$ cat config.mk
export PLATFORM = sky130hd
export DESIGN_NAME = usr_arb_seq
export DESIGN_NICKNAME = d
export VERILOG_FILES = /design/src/rtl/usr_arb_seq.sv
export SDC_FILE = /design/constraint.sdc
export NUM_CORES = 1
export LEC_CHECK = 0
export BUFFER_PORTS_ARGS = -buffer_cell sky130_fd_sc_hd__buf_4
export CORE_MARGIN = 4
export CORE_UTILIZATION = 51
export DETAILED_ROUTE_END_ITERATION = 10
export GPL_ROUTABILITY_DRIVEN = 0
export PLACE_DENSITY = 0.85
export SYNTH_ARGS = -nofsm -noshare
export SYNTH_HDL_FRONTEND = slang
export SYNTH_SLANG_ARGS = --single-unit
$ cat constraint.sdc
create_clock -name clk_i -period 1.7 [get_ports clk_i]
set_input_delay 0 -clock clk_i [delete_from_list [all_inputs] [get_ports clk_i]]
set_output_delay 0 -clock clk_i [all_outputs]
set_load 0.005 [all_outputs]
$ cat src/rtl/usr_arb_seq.sv
// ----------------------------------------------------------------------------
// usr_arb_seq
//
// Two-requester round-robin arbiter in front of a WIDTH-bit universal shift
// register. The winning requester's word is parallel-loaded into the register
// and shifted out serially, LSB-first (dir=0) or MSB-first (dir=1). The owner
// then receives a one-cycle done pulse.
//
// Ports
//    clk_i        rising-edge clock
//    rst_ni       synchronous reset, active-low
//    req_i[1:0]   per-requester transfer request
//    data0_i      parallel word from requester 0
//    data1_i      parallel word from requester 1
//    dir0_i       shift direction for requester 0 (0 = LSB first, 1 = MSB first)
//    dir1_i       shift direction for requester 1
//    gnt_o[1:0]   one-hot grant, held from LOAD through SHIFT
//    done_o[1:0]  one-cycle completion pulse to the owning requester
//    busy_o       high in every state except IDLE
//    sel_o[1:0]   register mode: 0 hold, 1 shift right, 2 shift left, 3 load
//    q_o          register contents
//    sout_o       serial data bit
//    sout_vld_o   sout_o carries a valid bit
// ----------------------------------------------------------------------------
module usr_arb_seq #(
   parameter int WIDTH = 4
) (
   input  logic             clk_i,
   input  logic             rst_ni,
   input  logic [1:0]       req_i,
   input  logic [WIDTH-1:0] data0_i,
   input  logic [WIDTH-1:0] data1_i,
   input  logic             dir0_i,
   input  logic             dir1_i,
   output logic [1:0]       gnt_o,
   output logic [1:0]       done_o,
   output logic             busy_o,
   output logic [1:0]       sel_o,
   output logic [WIDTH-1:0] q_o,
   output logic             sout_o,
   output logic             sout_vld_o
);

   localparam int CW = (WIDTH > 2) ? $clog2(WIDTH) : 1;
   localparam logic [CW-1:0] CNT_LAST = CW'(WIDTH - 1);

   localparam logic [1:0] SEL_HOLD  = 2'd0;
   localparam logic [1:0] SEL_RIGHT = 2'd1;
   localparam logic [1:0] SEL_LEFT  = 2'd2;
   localparam logic [1:0] SEL_LOAD  = 2'd3;

   typedef enum logic [1:0] {
      S_IDLE  = 2'd0,
      S_LOAD  = 2'd1,
      S_SHIFT = 2'd2,
      S_DONE  = 2'd3
   } state_t;

   state_t           state_q;
   logic [WIDTH-1:0] q_q;
   logic [CW-1:0]    cnt_q;
   logic             ptr_q;    // requester favoured on a tie
   logic             win_q;    // owner of the transfer in flight
   logic             dir_q;    // latched direction of the owner
   logic [1:0]       gnt_q;
   logic [1:0]       done_q;
   logic             busy_q;
   logic [1:0]       sel_q;
   logic             vld_q;

   logic             win_d;
   logic             dir_d;
   logic [WIDTH-1:0] q_shift_d;

   // Arbitration: a lone request wins outright, a tie goes to the pointer.
   always_comb begin
      win_d = ptr_q;
      if (req_i == 2'b01) begin
         win_d = 1'b0;
      end else if (req_i == 2'b10) begin
         win_d = 1'b1;
      end
      dir_d = win_d ? dir1_i : dir0_i;
   end

   // One-place shift with zero fill in the latched direction.
   always_comb begin
      if (dir_q) begin
         q_shift_d = {q_q[WIDTH-2:0], 1'b0};
      end else begin
         q_shift_d = {1'b0, q_q[WIDTH-1:1]};
      end
   end

   // State and all Moore outputs are registered together: each branch sets
   // the output registers to the values belonging to the state being entered.
   always_ff @(posedge clk_i) begin
      if (!rst_ni) begin
         state_q <= S_IDLE;
         q_q     <= '0;
         cnt_q   <= '0;
         ptr_q   <= 1'b0;
         win_q   <= 1'b0;
         dir_q   <= 1'b0;
         gnt_q   <= 2'b00;
         done_q  <= 2'b00;
         busy_q  <= 1'b0;
         sel_q   <= SEL_HOLD;
         vld_q   <= 1'b0;
      end else begin
         case (state_q)
            S_IDLE: begin
               if (|req_i) begin
                  state_q <= S_LOAD;
                  win_q   <= win_d;
                  dir_q   <= dir_d;
                  gnt_q   <= win_d ? 2'b10 : 2'b01;
                  busy_q  <= 1'b1;
                  sel_q   <= SEL_LOAD;
               end
            end
            S_LOAD: begin
               // Requester guarantees its word is stable until it sees gnt,
               // so sampling at the closing LOAD edge is safe.
               q_q     <= win_q ? data1_i : data0_i;
               cnt_q   <= '0;
               state_q <= S_SHIFT;
               sel_q   <= dir_q ? SEL_LEFT : SEL_RIGHT;
               vld_q   <= 1'b1;
            end
            S_SHIFT: begin
               q_q <= q_shift_d;
               if (cnt_q == CNT_LAST) begin
                  // Counter is held here rather than wrapping.
                  state_q <= S_DONE;
                  gnt_q   <= 2'b00;
                  done_q  <= win_q ? 2'b10 : 2'b01;
                  sel_q   <= SEL_HOLD;
                  vld_q   <= 1'b0;
               end else begin
                  cnt_q <= cnt_q + 1'b1;
               end
            end
            S_DONE: begin
               ptr_q   <= ~win_q;
               state_q <= S_IDLE;
               done_q  <= 2'b00;
               busy_q  <= 1'b0;
            end
            default: begin
               state_q <= S_IDLE;
            end
         endcase
      end
   end

   assign gnt_o      = gnt_q;
   assign done_o     = done_q;
   assign busy_o     = busy_q;
   assign sel_o      = sel_q;
   assign q_o        = q_q;
   assign sout_vld_o = vld_q;
   // Outgoing bit is whichever end of the register leaves on the next shift.
   assign sout_o     = vld_q & (dir_q ? q_q[WIDTH-1] : q_q[0]);

endmodule
* Yosys cells after proc, flatten, opt, wreduce, memory -nomap -nowiden
Cells that the tools add are included.
Storage, ports and cells: register bits after elaboration 19, input port bits 14, output and inout bits 13, logic and storage cells 64
Operators by class: add/sub/neg operators 1, eq/ne operators 9, muxes and demuxes 26, bitwise gates (word level) 2, reductions and logical operators 15
Operators with widths (number):
- 2-bit 2-to-1 mux | 10
- 2-bit case mux with 2 select lines | 3
- 2-bit AND reduction | 6
- 2-bit equality test, second input constant | 4
- 4-bit 2-to-1 mux | 2
- 2-bit case mux with 4 select lines | 1
- 4-bit case mux with 2 select lines | 1
- 2-bit nonzero test | 4
- 1-bit 2-to-1 mux | 6
- 2-bit inequality test, second input constant | 3
- 2-bit case mux with 3 select lines | 1
- 3-bit AND reduction | 2
- 2-bit by 1-bit equality test with 1-bit output, second input constant | 2
- 1-bit case mux with 2 select lines | 2
- 3-bit nonzero test | 1
- 2-bit by 1-bit adder with 2-bit output, second input constant | 1
- 2-bit zero test | 1
- 2-bit OR reduction | 1
- 1-bit bitwise AND | 1
- 1-bit NOT | 1

* Logic depth before layout (Yosys ltp)
Gate-level depths: netlist of the first run.
depth after elaboration 6, gate-level depth with buffers 8, mapped depth without buffers 6

* Worst setup path before layout of the first run
OpenSTA, ideal clock, no wires.
path kind flip-flop to flip-flop, start register state_q[0], end register state_q[0], library setup time 0.122 ns, arrival 1.252 ns, required time 1.578 ns, slack 0.327 ns, stages on the path, launching flop included 6, path buffers 2, clock period less this slack 1.373 ns, cell sequence dfxtp_1 inv_1 ha_1 buf_2 buf_4 o311a_1
On the way: longest elaborated chain between the ends 3, elaborated cells on any way between the ends 8, those cells by class 5 x eq/ne; 1 x mux; 2 x reduce/logical
Ends and longest elaborated chain:
- start, declared | RTL line 59 | state_t state_q;
- start signal, assigned | RTL line 99 | state_q <= S_IDLE;
- start signal, assigned | RTL line 114 | state_q <= S_LOAD;
- start signal, assigned | RTL line 127 | state_q <= S_SHIFT;
- 2-bit equality test or 2-bit zero test (tied branches) | RTL line 111 | case (state_q)
- 2-bit inequality test (no line)
- 2-bit AND reduction (no line)
Parallel ways exist; a longest one is shown, timed or not. A chain may end at the register's enable or synchronous reset.

* Final worst setup path of the first run
start register state_q[0], end register sel_q[0] (netlist: sel_o[0])
On the way: longest elaborated chain between the ends 3, elaborated cells on any way between the ends 8, those cells by class 4 x eq/ne; 1 x mux; 3 x reduce/logical
Ends and longest elaborated chain:
- 2-bit equality test (tied with other cells) | RTL line 111
- 2-bit inequality test (no line) or 3-bit nonzero test (tied branches)
- 3-bit AND reduction (no line)
- end signal, assigned | RTL line 128 | sel_q <= dir_q ? SEL_LEFT : SEL_RIGHT;
- end, declared | RTL line 68 | logic [1:0] sel_q;
Parallel ways exist; a longest one is shown, timed or not.

==> results of run 1 <==
==> critical path: stages (launching register included) <==
cell and delay [ns]:
dfxtp_1 0.39, inv_1 0.11, ha_1 0.24, nor2b_1 0.17, nor3_2 0.24, mux2i_1 0.21, nor2b_1 0.06
==> cells in the mapped netlist (all sizes together) <==
library cell / instances
nand2b: 3
nor3b: 1
inv: 6
ha: 7
nand2: 8
nor3: 1
mux2i: 12
buf: 4
nand3: 1
o21ai: 7
maj3: 1
a21boi: 4
or3b: 1
o22ai: 1
nand3b: 3
nor2: 4
o2111ai: 2
nand4b: 1
nor2b: 15
o311a: 1
a22oi: 2
mux2: 2
a21oi: 6
dfxtp: 19
o21a: 1
and2: 1
clkbuf: 3
o211ai: 1
==> layer usage <==
| layer | global-route usage [%] | share of wire, % | vias to the layer above |
|---|---|---|---|
| met5 | 0 | 0 | - |
| met4 | 3.83 | 0.42 | 0 |
| met3 | 6.93 | 4.7 | 2 |
| met2 | 34.1 | 53 | 18 |
| met1 | 21.2 | 42 | 416 |
| li1 | - | - | 458 |
==> power breakdown <==
group / total [W] / internal (W) / switching (W) / leakage [nW]
combinational: 0.000820 / 0.000437 / 0.000383 / 0.407
clock: 0.000222 / 0.0000915 / 0.000131 / 0.0150
sequential: 0.000713 / 0.000578 / 0.000135 / 0.156
==> final cells by class <==
| cell class | count | share of cell area (%) |
|---|---|---|
| multi-input cells | 86 | 48.5 |
| flip-flops and latches | 19 | 28.8 |
| repair buffers | 29 | 16.5 |
| well taps | 27 | 2.56 |
| clock buffers | 4 | 1.99 |
| inverters | 6 | 1.70 |
==> flip-flops by register name, indices dropped and copies added (netlist names), 2 cells and up <==
signal / count
q_o: 4
sel_o: 2
done_o: 2
gnt_o: 2
cnt_q: 2
state_q: 2
==> through the flow <==
step	area (µm²)	utilization (%)	cells	total power (W)	hold WS, ns
after global placement	1290	65.3	167	0.00150	0.286
final	1320	66.7	171	0.00176	0.0142
after CTS	1320	66.7	171	0.00178	0.0185
after floorplan	1080	-	118	0.00124	0.153
after detailed placement	1290	65.3	167	0.00155	0.343
after global routing	1320	66.7	171	0.00190	0.0210
==> kinds of logic after synthesis <==
kind of cell | count (synthesis) | share of synthesized area [%]
flops | 19 | 35.3
simple gates | 39 | 21.5
buf+inv | 13 | 5.23
fa+ha+maj | 8 | 9.17
mux | 14 | 13.2
compound gates | 25 | 15.6
==> worst min-delay path by stage <==
stage | from | to | slack, ns | depth (start not counted)
floorplan | rst_ni | done_o[1] | 0.15 | 1
global placement | dir0_i | dir_q | 0.29 | 3
detailed placement | dir0_i | dir_q | 0.34 | 3
CTS | dir0_i | dir_q | 0.02 | 3
global route | dir0_i | dir_q | 0.02 | 3
finish | dir0_i | dir_q | 0.01 | 3
==> cell usage in the layout, fill, tap and decap left out <==
cell type   n
dfxtp_1    19
inv_1       6
o22ai_1     1
nor3_2      1
nand2_1     8
nor2_1      4
a21boi_1    3
nand2b_1    3
nand3b_1    3
a21oi_1     6
buf_4      29
nand4b_1    1
a22oi_1     2
o2111ai_1   2
a21boi_2    1
mux2i_1    12
o21ai_1     5
o211ai_2    1
o21ai_0     2
maj3_2      1
mux2_1      2
and2_1      1
or3b_1      1
nand3_1     1
ha_1        7
nor3b_2     1
nor2b_1    15
o21a_1      1
clkbuf_4    3
o311a_1     1
clkbuf_1    1
==> summary.md, run 1 <==
| Metric | Value |
|---|---|
| WL final | `2.39 mm` |
| Gr ovfl total | `0` |
| DIE WIDTH | `54.0 µm` |
| RSZ-0062 raised after global routing | `false` |
| Vias in the first global route | `903` |
| Startpoint types | `flop` |
| DRC violations left | `0` |
| Maximum vdd drop | `0.797 mV` |
| Vias | `894` |
| H-tree depth | `1` |
| Reg-to-Reg End | `sel_o[0]` |
| Total negative slack | `0 ns` |
| CTS Sinks | `19` |
| Crit Path Max Fanout | `4` |
| DRT Pass-1 Iters | `4` |
| Final setup viols | `0` |
| Floorplan core area | `1980 µm²` |
| Worst setup path start | `state_q[0]` |
| Leakage power | `0.578 nW` |
| Avg WL per Cell | `14.0 µm` |
| Max_cap viols | `0` |
| CP endpoint kind | `flop` |
| Worst reg-to-reg setup slack | `0.18 ns` |
| Number of I/O pins | `27` |
| Routed vias/inst | `5.23` |
| CTS Hold Bufs | `0` |
| F_max | `659 MHz` |
| Mean Syn Cell Area | `9.13 µm²` |
| Layout cells sized above 1 | `25.7%` |
| Final WS setup | `0.182 ns` |
| Fill cells | `168` |
| Max_slew headroom | `75.0%` |
| HP Class | `primary input to flop` |
| Tcrit/Tclk final | `89.3%` |
| Top-area cell type share of the netlist area | `35.3%` |
| Worst Path Arrival | `1.71 ns` |
| Worst skew pair latency | `0.30 ns` |
| Layout area overhead | `22.6%` |
| Synth Cell Area | `1080 µm²` |
| First-pass GRT wire length | `4.00 mm` |
| Seq/Total Area, Yosys | `35.3%` |
| Cell taking the most area after synthesis | `dfxtp_1` |
| Initial Utilization | `54.4%` |
| Diode count | `0` |
| Synthesized net count | `139` |
| Yosys reg bits | `19` |
| CTS resizes | `0` |
| CP endpoint | `sel_o[0]` |
| Synth unique cells | `31` |
| HPWL after DPL | `1.89 mm` |
| Root buf cell | `clkbuf_4` |
| Cts bufs inserted | `3` |
| Worst reg2reg startpoint | `state_q[0]` |
| Site row count | `16` |
| Number of port buffers | `26` |
| CP required | `1.89 ns` |
| GRT Util Overall | `19.0%` |
| Cells after Synth | `118` |
| Initial antenna violation count | `0` |
| Register-to-Register Path Depth | `6` |
| CTS tree | `yes` |
| Total Nets Final | `166` |
| Status | `finished clean` |
| Number of synthesis warnings | `0` |
| Synth top area cells | `dfxtp_1, mux2i_1, nor2b_1` |
| Power per Cell Area | `1330 nW/µm²` |
| Storage cell area | `380 µm²` |
| Worst-path clk slew | `0.10 ns` |
| Slew @ Worst Pin | `0.374 ns` |
| Final hold vios | `0` |
| Pins Over Slew Limit | `0` |
| Place WS | `0.210 ns` |
| Antenna-violating nets left | `0` |
| Setup bufs post-CTS | `0` |
| Die H | `54.0 µm` |
| Die area | `2910 µm²` |
| Area occupied by multi-input gates | `641 µm²` |
| Clk buf depth | `2` |
| Worst clock skew | `0.00598 ns` |
| Pin count of the biggest net entering global routing | `22` |
| Iteration-0 DRC Markers | `23` |
| Final min period | `1.52 ns` |
| Crit Path Class | `flop to flop` |
(Power assumes the default switching activity.)
==> run 2: changes to the inputs <==
==> constraint.sdc (replaced) <==
create_clock -name clk_i -period 1.7 [get_ports clk_i]
set_input_delay 0 -clock clk_i [delete_from_list [all_inputs] [get_ports clk_i]]
set_output_delay 0 -clock clk_i [all_outputs]
set_load 0.1 [all_outputs]
==> summary.md, run 2 (same netlist as run 1, synthesis figures left out) <==
| Metric | Value |
|---|---|
| Delay-heaviest family, CP | `buffers and inverters` |
| Post-Layout Cell Count | `173` |
| Area occupied by multi-input gates | `648 µm²` |
| GRT Util Overall | `17.3%` |
| DRC violations left | `0` |
| Critical path, cell by cell | `maj3_2 > mux2i_1 > dlygate4sd3_1 > a21oi_1` |
| Gr ovfl total | `0` |
| Maximum vdd drop | `1.78 mV` |
| HP Class | `primary input to flop` |
| Hold Path Cell Cnt | `2` |
| Hold wc startpoint | `rst_ni` |
| Initial antenna violation count | `0` |
| Commonest non-fill, non-tap cell in the layout | `buf_4` |
| Max_slew headroom | `74.7%` |
| Placed inst area | `1310 µm²` |
| F_max | `647 MHz` |
| CP bufs+invs | `1` |
| Hold EP | `state_q[0]` |
| Status | `finished clean` |
| Site row count | `16` |
| Final min period | `1.55 ns` |
| Power per Cell Area | `1800 nW/µm²` |
| Worst clock skew | `0.00199 ns` |
| Startpoint types | `flop` |
| Max reg flops | `4` |
| Slew @ Worst Pin | `0.378 ns` |
| Crit-path max cell delay | `0.55 ns` |
| Register-to-Register Path Depth | `4` |
| Crit Path Class | `flop to flop` |
| Pin count of the biggest net entering global routing | `22` |
| Die H | `54.0 µm` |
| Worst skew pair latency | `0.28 ns` |
| Placed cells | `167` |
| Layout area overhead | `25.4%` |
| Layout cells sized above 1 | `27.4%` |
| Vias | `900` |
| Clk buf depth | `2` |
| Leakage power | `0.589 nW` |
| Worst reg2reg startpoint | `ptr_q` |
| Leading cell types in the layout, fill and taps excluded | `buf_4, dfxtp_1, nor2b_1` |
| CTS Sinks | `19` |
| RSZ-0062 raised after global routing | `false` |
| Storage cell area | `383 µm²` |
| Pins Over Slew Limit | `0` |
| Worst-path clk slew | `0.10 ns` |
| Total negative slack | `0 ns` |
| Avg WL per Cell | `13.0 µm` |
| DIE WIDTH | `54.0 µm` |
| Reg-to-Reg End | `dir_q` |
| Floorplan core area | `1980 µm²` |
| Setup bufs post-CTS | `0` |
| HPWL after DPL | `1.73 mm` |
| WL final | `2.25 mm` |
| H-tree depth | `1` |
| CTS tree | `yes` |
| Cts bufs inserted | `3` |
| Tcrit/Tclk final | `90.9%` |
| Total Nets Final | `168` |
| Routed vias/inst | `5.20` |
| Initial Utilization | `54.4%` |
| Met2 Usage GRT | `29.8%` |
| Antenna-violating nets left | `0` |
| Diode count | `0` |
| Peak-usage layer in the global routing report | `met2` |
| Iteration-0 DRC Markers | `29` |
| CTS resizes | `0` |
| Max_cap viols | `0` |
| Fill cells | `170` |
| Worst reg-to-reg setup slack | `0.15 ns` |
| Crit Path Max Fanout | `4` |
| CP endpoint kind | `flop` |
| Worst Path Arrival | `1.73 ns` |
| Root buf cell | `clkbuf_4` |
| DRT Pass-1 Iters | `4` |
| Final hold vios | `0` |
| Final setup viols | `0` |
| Met1 GRT Util | `21.0%` |
| Final WS setup | `0.155 ns` |
| CP required | `1.88 ns` |
| Number of I/O pins | `27` |
| Final instance area | `1350 µm²` |
| CTS Hold Bufs | `2` |
| Number of port buffers | `26` |
| Die area | `2910 µm²` |
| Met3 usage | `3.60%` |
| Place WS | `0.201 ns` |
| Vias in the first global route | `844` |
| Crit path max-delay cell type | `dlygate4sd3_1` |
| First-pass GRT wire length | `3.66 mm` |
run 2: cell types whose count changed in the layout (fill, tap and decap cells not counted):
| cell | change |
|---|---|
| dfxtp_2 | +2 |
| nor2b_4 | +1 |
| dlygate4sd3_1 | +2 |
| nor2b_1 | -1 |
| dfxtp_1 | -2 |
run 2: report_power, final:
group	total (W)	switching (W)	internal, W
Sequential	0.000715	0.000132	0.000583
Clock	0.000219	0.000128	0.0000911
Combinational	0.00150	0.00104	0.000459
run 2: through the flow:
step           total power (W)  hold WS [ns]  utilization, %
5_1_grt                0.00258        0.0409            68.2
2_1_floorplan          0.00192         0.153               -
4_1_cts                0.00246        0.0361            68.2
3_3_place_gp           0.00219         0.294            65.8
6_report               0.00244        0.0434            68.2
3_5_place_dp           0.00222         0.305            65.8
run 2: how the worst max path moves through the flow:
stage	cells after the start	from	endpoint
global route	4	ptr_q	dir_q
finish	4	ptr_q	dir_q
floorplan	1	sout_vld_o	sout_o
detailed placement	6	state_q[0]	sel_o[0]
global placement	6	state_q[0]	sel_o[0]
CTS	4	ptr_q	dir_q
run 2: layout make-up:
| cell class | instances | share of cell area, % |
|---|---|---|
| clock buffers | 4 | 1.94 |
| flip-flops and latches | 19 | 28.3 |
| well taps | 27 | 2.50 |
| multi-input cells | 86 | 48.0 |
| repair buffers | 31 | 17.6 |
| inverters | 6 | 1.67 |
run 2: routing by layer:
layer	share of wire, %	up-vias
li1	-	467
met1	45	406
met2	49	23
met3	4.7	4
met4	1.2	0
met5	0	-
==> run 3: changes to the inputs <==
- BUFFER_PORTS_ARGS: -buffer_cell sky130_fd_sc_hd__buf_4 -> default
- CORE_UTILIZATION: 51 -> 60
- DONT_BUFFER_PORTS: default -> 1
- PLACE_DENSITY: 0.85 -> 0.84
==> summary.md, run 3 (same netlist as run 1, synthesis figures left out) <==
| Metric | Value |
|---|---|
| Combinational fraction of design power | `61.6%` |
| Leading cell types in the layout, fill and taps excluded | `dfxtp_1, nor2b_1, buf_4` |
| Pint | `0.00113 W` |
| Worst setup path start | `ptr_q` |
| Avg WL per Cell | `14.7 µm` |
| Total Nets Final | `161` |
| Diode count | `0` |
| Iteration-0 DRC Markers | `18` |
| H-tree depth | `1` |
| Pins Over Slew Limit | `0` |
| Post-Layout Cell Count | `164` |
| Clock group share of total power | `9.4%` |
| DRC violations left | `0` |
| Delay-heaviest family, CP | `buffers and inverters` |
| Die area | `2540 µm²` |
| Vias in the first global route | `930` |
| GRT Util Overall | `20.8%` |
| Crit Path Max Fanout | `4` |
| Tcrit/Tclk final | `92.4%` |
| Status | `finished clean` |
| Routed vias/inst | `5.49` |
| Switch Pwr | `0.00133 W` |
| CTS Sinks | `19` |
| Root buf cell | `clkbuf_4` |
| Initial Utilization | `63.1%` |
| Worst skew pair latency | `0.30 ns` |
| CTS Hold Bufs | `9` |
| First-pass GRT wire length | `4.02 mm` |
| Layout cells sized above 1 | `18.7%` |
| CP endpoint kind | `flop` |
| Crit path max-delay cell type | `dlygate4sd3_1` |
| RSZ-0062 raised after global routing | `false` |
| Gr ovfl total | `0` |
| Placed cells | `151` |
| Total negative slack | `0 ns` |
| Seq pwr share | `29.1%` |
| CP bufs+invs | `1` |
| Critical path, cell by cell | `maj3_2 > mux2i_1 > dlygate4sd3_1 > a21oi_1` |
| Max reg flops | `4` |
| Final setup viols | `0` |
| Worst-path clk slew | `0.10 ns` |
| Worst Path Arrival | `1.81 ns` |
| Number of port buffers | `0` |
| Worst reg2reg startpoint | `ptr_q` |
| Worst clock skew | `0.00115 ns` |
| Slew @ Worst Pin | `0.626 ns` |
| WL final | `2.41 mm` |
| Worst reg-to-reg setup slack | `0.13 ns` |
| Floorplan core area | `1710 µm²` |
| Pin count of the biggest net entering global routing | `22` |
| HPWL after DPL | `1.68 mm` |
| Antenna-violating nets left | `0` |
| Startpoint types | `flop` |
| Max_slew headroom | `58.1%` |
| HP Class | `primary input to flop` |
| F_max | `636 MHz` |
| CP endpoint | `dir_q` |
| Initial antenna violation count | `0` |
| Final hold vios | `0` |
| Crit Path Class | `flop to flop` |
| Cts bufs inserted | `3` |
| CTS resizes | `0` |
| Crit-path max cell delay | `0.56 ns` |
| Die H | `50.4 µm` |
| CP required | `1.94 ns` |
| Register-to-Register Path Depth | `4` |
| Placed inst area | `1210 µm²` |
| Power per Cell Area | `1850 nW/µm²` |
| Clk buf depth | `2` |
| Reg-to-Reg End | `dir_q` |
| Final hold slack | `0.0121 ns` |
| DIE WIDTH | `50.4 µm` |
| CTS tree | `yes` |
| Max_cap viols | `0` |
| Vias | `901` |
| Commonest non-fill, non-tap cell in the layout | `dfxtp_1` |
| Maximum vdd drop | `1.57 mV` |
| DRT Pass-1 Iters | `4` |
| Layout area overhead | `23.1%` |
| Sw frac | `54.0%` |
| Final instance area | `1330 µm²` |
| Site row count | `15` |
| Number of I/O pins | `27` |
| Leakage power | `0.553 nW` |
| Final min period | `1.57 ns` |
| Setup bufs post-CTS | `0` |
| Stages on worst setup path | `4` |
==> run 3: changes by cell type in the layout (fill, tap and decap cells not counted) <==
cell	change
buf_4	-15
buf_12	+1
dlygate4sd3_1	+7
==> run 3: cell type report <==
class	count	area, µm²
clock buffers	4	26.3
inverters	6	22.5
multi-input cells	86	648
repair buffers	24	215
well taps	25	31.3
fillers	111	382
flip-flops and latches	19	383
==> run 3: power by group through the flow <==
stage / Sequential (W) / Clock, W / Combinational (W)
finish: 0.000714 / 0.000229 / 0.00151
global route: 0.000736 / 0.000252 / 0.00159
CTS: 0.000712 / 0.000232 / 0.00150
detailed placement: 0.000723 / 0 / 0.00148
global placement: 0.000716 / 0 / 0.00144
floorplan: 0.00131 / 0 / 0.000609
==> run 3: worst reg2reg max path, stage by stage, from the launching register on <==
cell,delay (ns)
dfxtp_1,0.33
maj3_2,0.35
mux2i_1,0.13
dlygate4sd3_1,0.56
a21oi_1,0.14
==> run 3: through the flow <==
stage	total power [W]	util [%]	worst slack [ns]
after floorplan	0.00192	-	0.0701
after detailed placement	0.00220	70.8	0.166
after global routing	0.00258	77.7	0.0191
after CTS	0.00245	77.7	0.120
after global placement	0.00215	70.8	0.258
final	0.00245	77.7	0.129
==> run 3: worst min path at each step <==
stage / cells past startpoint / end / startpoint
floorplan: 1 / done_o[1] / rst_ni
global placement: 1 / ptr_q / rst_ni
detailed placement: 1 / ptr_q / rst_ni
CTS: 2 / dir_q / req_i[1]
global route: 2 / dir_q / req_i[1]
finish: 2 / dir_q / req_i[1]
==> run 3: per-layer routing <==
metal / wire length [µm] / GRT usage (%) / vias up
li1: - / - / 449
met1: 1040 / 23.6 / 430
met2: 1240 / 37.8 / 17
met3: 94 / 3.86 / 5
met4: 38 / 8.07 / 0
met5: 0 / 0 / -
